`config.mk`:
```
export PLATFORM = sky130hd
export DESIGN_NAME = fetch_unit
export DESIGN_NICKNAME = d
export VERILOG_FILES = /design/src/rtl/fetch_unit.sv
export SDC_FILE = /design/constraint.sdc
export NUM_CORES = 1
export LEC_CHECK = 0
export CORE_ASPECT_RATIO = 1.2
export CORE_MARGIN = 5
export CORE_UTILIZATION = 45
export CTS_CLUSTER_DIAMETER = 120
export DETAILED_ROUTE_END_ITERATION = 10
export HOLD_SLACK_MARGIN = 0.05
export PLACE_DENSITY = 0.84
export SYNTH_ARGS = -nofsm -noshare
export SYNTH_HDL_FRONTEND = slang
export SYNTH_SLANG_ARGS = --single-unit
```
`constraint.sdc`:
```
create_clock -name clk -period 2.71 [get_ports clk]
set_input_delay 0.813 -clock clk [delete_from_list [all_inputs] [get_ports clk]]
set_output_delay 0.813 -clock clk [all_outputs]
set_load 0.05 [all_outputs]
```
`src/rtl/fetch_unit.sv`:
```
// Instruction fetch stage: a single-entry fetch buffer between instruction memory and decode.
// Optional define FETCH_ALIGN_CHECK_EN halts fetch on a misaligned redirect target.
module fetch_unit #(
  parameter logic [31:0] RESET_PC = 32'h00400000
) (
  input  logic        clk,
  input  logic        reset,
  input  logic        stall,
  input  logic        br_success,
  input  logic [31:0] br_target,
  output logic        imem_req,
  output logic [31:0] imem_addr,
  input  logic        imem_ready,
  input  logic [31:0] imem_rdata,
  output logic        if_valid,
  output logic [31:0] if_pc,
  output logic [31:0] if_instr,
  output logic        misalign
);

  localparam logic [31:0] NOP = 32'h00000013;

  typedef enum logic [1:0] {IDLE, REQ, HOLD} state_e;

  state_e      state_q;
  logic [31:0] pc_q;
  logic [31:0] if_pc_q;
  logic [31:0] if_instr_q;
  logic        req_q;
  logic        valid_q;
  logic [31:0] target_d;
  logic [31:0] pc_inc_d;
  logic        target_bad;
  logic        halt;

  assign pc_inc_d = pc_q + 32'd4;

`ifdef FETCH_ALIGN_CHECK_EN
  logic misalign_q;

  assign target_d   = br_target;
  assign target_bad = |br_target[1:0];
  assign halt       = misalign_q;
  assign misalign   = misalign_q;

  // Once a bad target is seen the core stays parked until reset.
  always_ff @(posedge clk or negedge reset) begin
    if (!reset) begin
      misalign_q <= 1'b0;
    end else if (br_success && (state_q != IDLE) && target_bad) begin
      misalign_q <= 1'b1;
    end
  end
`else
  logic unused_tgt_lsb;

  assign unused_tgt_lsb = ^br_target[1:0];
  assign target_d       = {br_target[31:2], 2'b00};
  assign target_bad     = 1'b0;
  assign halt           = 1'b0;
  assign misalign       = 1'b0;
`endif

  // Redirects win over both memory data and stall in every active state.
  always_ff @(posedge clk or negedge reset) begin
    if (!reset) begin
      state_q    <= IDLE;
      pc_q       <= RESET_PC;
      req_q      <= 1'b0;
      valid_q    <= 1'b0;
      if_pc_q    <= 32'h0;
      if_instr_q <= NOP;
    end else begin
      case (state_q)
        IDLE: begin
          if (!halt) begin
            state_q <= REQ;
            req_q   <= 1'b1;
          end
        end
        REQ, HOLD: begin
          if (br_success) begin
            valid_q <= 1'b0;
            if (target_bad) begin
              state_q <= IDLE;
              req_q   <= 1'b0;
            end else begin
              pc_q    <= target_d;
              state_q <= REQ;
              req_q   <= 1'b1;
            end
          end else if (state_q == REQ) begin
            if (imem_ready) begin
              if_instr_q <= imem_rdata;
              if_pc_q    <= pc_q;
              valid_q    <= 1'b1;
              pc_q       <= pc_inc_d;
              state_q    <= HOLD;
              req_q      <= 1'b0;
            end
          end else if (!stall) begin
            valid_q <= 1'b0;
            state_q <= REQ;
            req_q   <= 1'b1;
          end
        end
        default: begin
          state_q <= IDLE;
          req_q   <= 1'b0;
          valid_q <= 1'b0;
        end
      endcase
    end
  end

  assign imem_req  = req_q;
  assign imem_addr = pc_q;
  assign if_valid  = valid_q;
  assign if_pc     = if_pc_q;
  assign if_instr  = if_instr_q;

endmodule
```
### Word-level counts from Yosys, hierarchy flattened

Index checks and enable logic that the tools add are counted.
Widths: inputs -> output; s select.

* register bits after elaboration: 100
* input bits: 69
* word-level logic and storage cells: 39

* add/subtract/negate cells: 1
* equal/unequal tests: 4
* multiplexer cells: 18
* bitwise gates (word level): 2
* reduce and logical (&&, ||, !) cells: 8

Operator list (number)
* $mux 32: 3
* $add 32x3->32 const B: 1
* $mux 1: 8
* $mux 2: 4
* $ne 4x4->1 const B: 2
* $reduce_and 3->1: 2
* $pmux 1 s2: 2
* $pmux 2 s2: 1
* $reduce_and 4->1: 1
* $reduce_bool 2->1: 2
* $eq 2x1->1 const B: 1
* $eq 2x2->1 const B: 1
* $logic_not 2->1: 1
* $not 1->1: 2
* $reduce_and 2->1: 1
* $reduce_or 2->1: 1

### Depth between registers and ports, before layout

Gate-level depths: netlist (run 1).

* depth in word-level cells: 4
* depth in mapped cells: 9

### Worst setup path after synthesis (run 1)

OpenSTA, ideal clock, no wires.

* kind: flip-flop to flip-flop
* from: register pc_q[2] (netlist: imem_addr[2])
* to: register pc_q[28] (netlist: imem_addr[28])
* library setup time: 126 ps
* arrival time: 2360 ps
* data required time: 2584 ps
* slack: 224 ps
* stages on the path, launching flop included: 8
* path buffers: 1
* cells stage by stage: dfrtp_1 > ha_1 > nand3_4 > or4_4 > buf_6 > nor4_1 > nand3_1 > o311a_1

* word-level cells in the longest chain between the ends: 4

RTL lines
* from (decl): RTL line 26 `logic [31:0] pc_q;`
* from (signal assigned): RTL line 88 `pc_q <= target_d;`
* from (signal assigned): RTL line 97 `pc_q <= pc_inc_d;`
* $add 32x3->32: RTL line 36 `assign pc_inc_d = pc_q + 32'd4;`
* $mux 32: RTL line 93 `if (imem_ready) begin`
* $mux 32: RTL line 92 `end else if (state_q == REQ) begin`
* $mux 32: RTL line 82 `if (br_success) begin`

No other way between the ends. The select of a mux whose other input is x is not followed.
A chain may end at the register's enable or synchronous reset.

### Worst setup path in the final report (run 1)

* from: register pc_q[4] (netlist: imem_addr[4])
* to: output imem_addr[4]

RTL lines
* to (decl): RTL line 12 `output logic [31:0] imem_addr,`

No word-level cell between the ends.

==> results of run 1 <==
per-stage QoR:
stage	instance area, µm²	setup WS [ns]	hold slack (ns)	util (%)	total power [mW]
after floorplan	4510	0.224	0.517	-	6.34
after global placement	6320	0.147	0.466	63.7	8.23
after detailed placement	6320	0.153	0.477	63.7	8.37
after CTS	6600	0.144	0.462	66.6	9.64
after global routing	6600	0.112	0.493	66.6	10.1
final	6600	0.167	0.450	66.6	9.56
cell families (layout without fill, tap and decap cells):
logic type	after synthesis	after routing	synth area share [%]
AOI/OAI and AO/OA	73	73	10.3
and+or+nand+nor	111	111	13.4
muxes	73	73	17.9
other	1	5	0.0835
adders and majority gates	7	7	1.95
buffers and inverters	32	199	3.34
DFF	95	95	53.0
synthesized netlist by cell type (3+ instances only):
| library cell | n | share of area (%) |
|---|---|---|
| a21oi_1 | 26 | 2.9 |
| and3_1 | 7 | 0.97 |
| or3_1 | 5 | 0.70 |
| mux2i_1 | 13 | 2.9 |
| clkbuf_1 | 15 | 1.3 |
| or4_1 | 4 | 0.67 |
| dfrtp_1 | 91 | 51 |
| a221o_1 | 7 | 1.6 |
| nor3_1 | 11 | 1.2 |
| ha_1 | 7 | 1.9 |
| nor4_1 | 3 | 0.42 |
| o21ai_0 | 11 | 1.2 |
| dfstp_2 | 4 | 2.3 |
| buf_2 | 3 | 0.33 |
| nand4_1 | 7 | 0.97 |
| and4_1 | 3 | 0.59 |
| buf_4 | 5 | 0.84 |
| nand2_1 | 34 | 2.8 |
| nand3_1 | 10 | 1.1 |
| inv_1 | 6 | 0.50 |
| o22ai_1 | 18 | 2.5 |
| nor2_1 | 12 | 1.0 |
| nor2b_1 | 3 | 0.42 |
| mux2_2 | 60 | 15 |
registers in the layout, summed over array words and instances (netlist names):
| name | cells |
|---|---|
| imem_req | 1 |
| imem_addr | 30 |
| state_q | 1 |
| if_instr | 32 |
| if_pc | 30 |
| if_valid | 1 |
report_power, final:
group	internal [mW]	switching (mW)	leakage, nW
Combinational	2.10	3.54	1.48
Clock	0.743	0.492	0.138
Sequential	2.11	0.576	1.14
worst paths after layout:
path,endpoint,slack (ns),from
min in group clk,if_pc[13],0.49,if_pc[13]
max in group asynchronous,if_instr[9],1.61,reset
worst max-delay path,imem_addr[4],0.17,imem_addr[4]
worst max register to register,imem_addr[28],0.39,imem_addr[2]
worst min-delay path,if_instr[6],0.45,reset
worst min register to register,if_pc[13],0.49,if_pc[13]
layout make-up:
class	instances	area, µm²
clock buffer	15	258
clock inverter	1	30.0
fill	765	3310
inverter	6	22.5
multi-input combinational	269	1980
sequential	95	2380
tap	126	158
timing repair buffer	177	1780
per-layer routing:
layer	wire length, µm	up-vias	global-route usage, %	part of all wire [%]
li1	-	1770	-	-
met1	4850	1826	26.0	41
met2	6080	127	33.7	51
met3	860	14	4.34	7.2
met4	153	0	6.23	1.3
met5	0	-	0	0
==> flow_summary.json, run 1 <==
{
  "status": "complete, no violations",
  "die-area_um2": 12100,
  "die_y_um": 119,
  "synth_ff_type": "dfrtp_1",
  "routed_wirelength_um": 11900,
  "yosysSeqAreaShare_pct": 53.0,
  "drc": 0,
  "syn_area_um2": 4490,
  "path_max_fanout": 9,
  "io-pin-count": 168,
  "setup_viol": 0,
  "syn-instance-count": 392,
  "hold_viol": 0,
  "fin_crit_ns": 2.54,
  "report.final.slew_viol_count": 0,
  "setup_tns_ns": 0,
  "ys_warn_count": 0,
  "cap_violations": 0,
  "ant_nets": 0,
  "cts_setup_buffers": 0,
  "fmax_mhz": 393,
  "fin_cells": 689,
  "required_ns": 1.90,
  "grt_first_pass_wirelength_um": 19500,
  "ys_types": 44,
  "crit_path_top_delay_cell": "clkdlybuf4s50_1",
  "crit_buf_inv": 1,
  "vias": 3737,
  "rsz0062_at_grt": "false",
  "maxSlewHeadroom_pct": 59.8,
  "cp.depth": 1,
  "syn_avg_cell_area_um2": 11.5,
  "drive_gt1_share_pct": 17.9,
  "finalClockSkew_ns": 0.00479,
  "layout_commonest_cell": "clkdlybuf4s50_1",
  "wl_per_cell_um": 17.3,
  "nets": 634,
  "rr_worst_depth": 6,
  "post-dp-hpwl_um": 8880,
  "crit_path_max_incr_delay_ns": 0.87,
  "start_util_pct": 45.3,
  "async_flop_share_pct": 100,
  "crit_type": "reg2out",
  "syn_to_final_growth_pct": 47.0,
  "std_cell_rows": 40,
  "fp.coreArea_um2": 9910,
  "grt_max_degree": 38,
  "die_x_um": 101,
  "crit_chain": "clkdlybuf4s50_1",
  "n_antenna_cell": 0,
  "synth_edf_count": 0,
  "placed_cells": 673,
  "cts-root-buf": "clkbuf_16",
  "cts_made_buffers": 9,
  "drt-initial-drc-count": 222,
  "hp-class": "in2async",
  "firstDrtPassIters": 4,
  "cts.sinks": 95,
  "grt_usage_pct": 20.2,
  "p_leak_nw": 2.76,
  "layout_common_cells": "clkdlybuf4s50_1, dfrtp_1, mux2_2, nand2_1, a21oi_1",
  "pwr_density_cell_nw_per_um2": 1450,
  "critPathCaptureType": "output port",
  "clock_latency_ns": 0.33,
  "port_buffers": 160,
  "ir_worst_vdd_v": 0.000721,
  "antenna_found_initial": 0,
  "cts_max_path_buffers": 2,
  "clk_pin_slew_ns": 0.06,
  "cts_tree": "yes",
  "ys_ff_latch": 95,
  "critical_path.top_delay_family": "buffers and inverters",
  "viasPerCell": 5.42,
  "post_cts_resized": 0,
  "cts-htree-levels": 3,
  "post-route-period-util_pct": 93.8,
  "cts_hold_buffers": 0,
  "grt_pass1_vias": 3783,
  "worst_pin_slew_ns": 0.597,
  "grt.overflow.total": 0,
  "cp-start-kind": "flop",
  "crit_arrival_ns": 1.73,
  "gp_congestion": 0.833
}
No activity file was read; power rests on OpenSTA's default activity.
==> run 2, diff against run 1 <==
SKIP_CTS_REPAIR_TIMING = 1   (was default)
==> results of run 2 <==
Final layout, timing and power as in run 1 (identical DEF).
==> run 3, diff against run 2 <==
ABC_AREA = 1   (was default)
CORE_UTILIZATION = 46   (was 45)
CTS_CLUSTER_DIAMETER = 80   (was 120)
==> run 3 against run 2 <==
Compared with the run above: wire length grew 12%; critical path type unchanged; synthesized area grew 6.6%; largest power group unchanged; critical endpoint is now imem_addr[22]; final cell count up 24%; largest cell class unchanged; first-iteration DRC count increased by 63%; synthesized cell count is 45% higher; via count up 18%.
==> flow_summary.json, run 3 <==
{
  "post-route-period-util_pct": 93.8,
  "vias": 4414,
  "critPathCaptureType": "output port",
  "clk_pin_slew_ns": 0.07,
  "drc": 0,
  "async_flop_share_pct": 100,
  "hp-class": "in2async",
  "power.share.clock_pct": 14.5,
  "nets": 802,
  "firstDrtPassIters": 5,
  "synth.top_cell.area_share_pct": 47.6,
  "clock_latency_ns": 0.34,
  "ys_types": 27,
  "pwr_density_cell_nw_per_um2": 1490,
  "synthTopCellsByCount": "nand2_1, dfrtp_1, nor2_1",
  "cts_made_buffers": 9,
  "status": "complete, no violations",
  "fin_crit_ns": 2.54,
  "fp.coreArea_um2": 10100,
  "synth_top_cell_by_area": "dfrtp_1",
  "syn_area_um2": 4790,
  "die_y_um": 122,
  "ys_ff_latch": 95,
  "setup_viol": 0,
  "critical_path.top_delay_family": "buffers and inverters",
  "antenna_found_initial": 0,
  "crit_type": "reg2out",
  "n_fill_cell": 808,
  "die-area_um2": 12600,
  "grt_first_pass_wirelength_um": 21300,
  "cts.sinks": 95,
  "grt_usage_pct": 21.7,
  "die_x_um": 103,
  "cts-root-buf": "clkbuf_16",
  "port_buffers": 160,
  "report.final.slew_viol_count": 0,
  "intPower_mw": 5.03,
  "cp-start-kind": "flop",
  "std_cell_rows": 40,
  "largest_reg_flops": 32,
  "ant_nets": 0,
  "placed_cell_area_um2": 6490,
  "required_ns": 1.90,
  "synth_edf_count": 0,
  "grt_max_degree": 54,
  "crit_chain": "clkdlybuf4s50_1",
  "viasPerCell": 5.15,
  "crit_path_top_delay_cell": "clkdlybuf4s50_1",
  "syn_to_final_growth_pct": 42.9,
  "syn_avg_cell_area_um2": 8.40,
  "power_frac_seq_pct": 26.9,
  "start_util_pct": 47.4,
  "worst_pin_slew_ns": 0.552,
  "stdcell_area_um2": 6840,
  "grt.overflow.total": 0,
  "cts-htree-levels": 3,
  "gp_congestion": 0.910,
  "drt-initial-drc-count": 361,
  "grt_pass1_vias": 4344,
  "syn-instance-count": 570,
  "synth_ff_type": "dfrtp_1",
  "hold_viol": 0,
  "crit_arrival_ns": 1.73,
  "post-dp-hpwl_um": 10400,
  "io-pin-count": 168,
  "wl_per_cell_um": 15.6,
  "maxSlewHeadroom_pct": 63.1,
  "setup_tns_ns": 0,
  "n_antenna_cell": 0,
  "cts_max_path_buffers": 2,
  "ys_warn_count": 0,
  "path_max_fanout": 5,
  "rsz0062_at_grt": "false",
  "cap_violations": 0,
  "drive_gt1_share_pct": 11.1,
  "yosysSeqAreaShare_pct": 49.8,
  "switching_power_mw": 5.17,
  "layout_commonest_cell": "nand2_1",
  "placed_cells": 841,
  "layout_common_cells": "nand2_1, clkdlybuf4s50_1, dfrtp_1, nor2_1, o21ai_0",
  "fin_cells": 857,
  "combPwrFrac_pct": 58.6,
  "p_leak_nw": 3.06,
  "netSwitchingFraction_pct": 50.7,
  "ir_worst_vdd_v": 0.000789,
  "crit_buf_inv": 1,
  "crit_path_max_incr_delay_ns": 0.81,
  "synth_area_leaders": "dfrtp_1, nand2_1, mux2_2",
  "total_power_mw": 10.2,
  "routed_wirelength_um": 13400,
  "fmax_mhz": 393,
  "yosysMostFrequentCell": "nand2_1",
  "cts_tree": "yes",
  "finalClockSkew_ns": 0.00373
}
[run 3: path summary, 6_finish.rpt]
check	from	to	slack [ns]	cells past startpoint
max	imem_addr[22]	imem_addr[22]	0.17	1
min	reset	if_instr[2]	0.40	1
max reg2reg	imem_addr[3]	imem_addr[26]	0.91	10
min reg2reg	if_pc[29]	if_pc[29]	0.49	2
max in group asynchronous	reset	if_instr[4]	1.58	2
min in group clk	if_pc[29]	if_pc[29]	0.49	2
[run 3: final cells by class]
class | count | area (µm²) | share of cell area (%)
clock inverters | 7 | 126 | 1.85
multi-input cells | 406 | 2080 | 30.4
well taps | 126 | 158 | 2.30
clock buffers | 9 | 225 | 3.29
inverters | 45 | 169 | 2.47
flip-flops and latches | 95 | 2380 | 34.8
repair buffers | 169 | 1700 | 24.9
[run 3: worst reg2reg max path, delay by kind of cell, from the launching register on]
kind	cells	cell delay, ns
fa+ha+maj	1	0.19
flops	1	0.41
simple gates	9	1.10
[run 3: cells by family (layout without fill, tap and decap cells)]
| group | after synthesis | after routing | synth area share (%) |
|---|---|---|---|
| AO/OA/AOI/OAI | 73 | 73 | 8.13 |
| adder cells (fa/ha/maj) | 7 | 7 | 1.83 |
| buffers and inverters | 73 | 230 | 7.40 |
| flip-flops | 95 | 95 | 49.8 |
| multiplexers | 39 | 39 | 9.17 |
| other | 1 | 5 | 0.0783 |
| AND/OR/NAND/NOR | 282 | 282 | 23.6 |
[run 3: through the flow]
stage | worst slack, ns | util (%) | hold slack [ns]
floorplan | 0.854 | - | 0.517
global placement | 0.333 | 64.2 | 0.468
detailed placement | 0.296 | 64.2 | 0.472
CTS | 0.152 | 67.7 | 0.415
global route | 0.122 | 67.7 | 0.436
finish | 0.168 | 67.7 | 0.403
[run 3: power by group through the flow]
stage	Combinational (mW)	Clock (mW)	Sequential [mW]
floorplan	1.62	0	5.08
global placement	5.88	0	2.70
detailed placement	5.98	0	2.75
CTS	6.00	1.51	2.73
global route	6.33	1.58	2.84
finish	5.97	1.48	2.74
[run 3: routing by layer]
metal	wire length, µm	global-route usage [%]	vias to the layer above
li1	-	-	2131
met1	5310	26.4	2086
met2	6760	36.6	166
met3	888	4.35	31
met4	443	9.80	0
met5	0	0	-
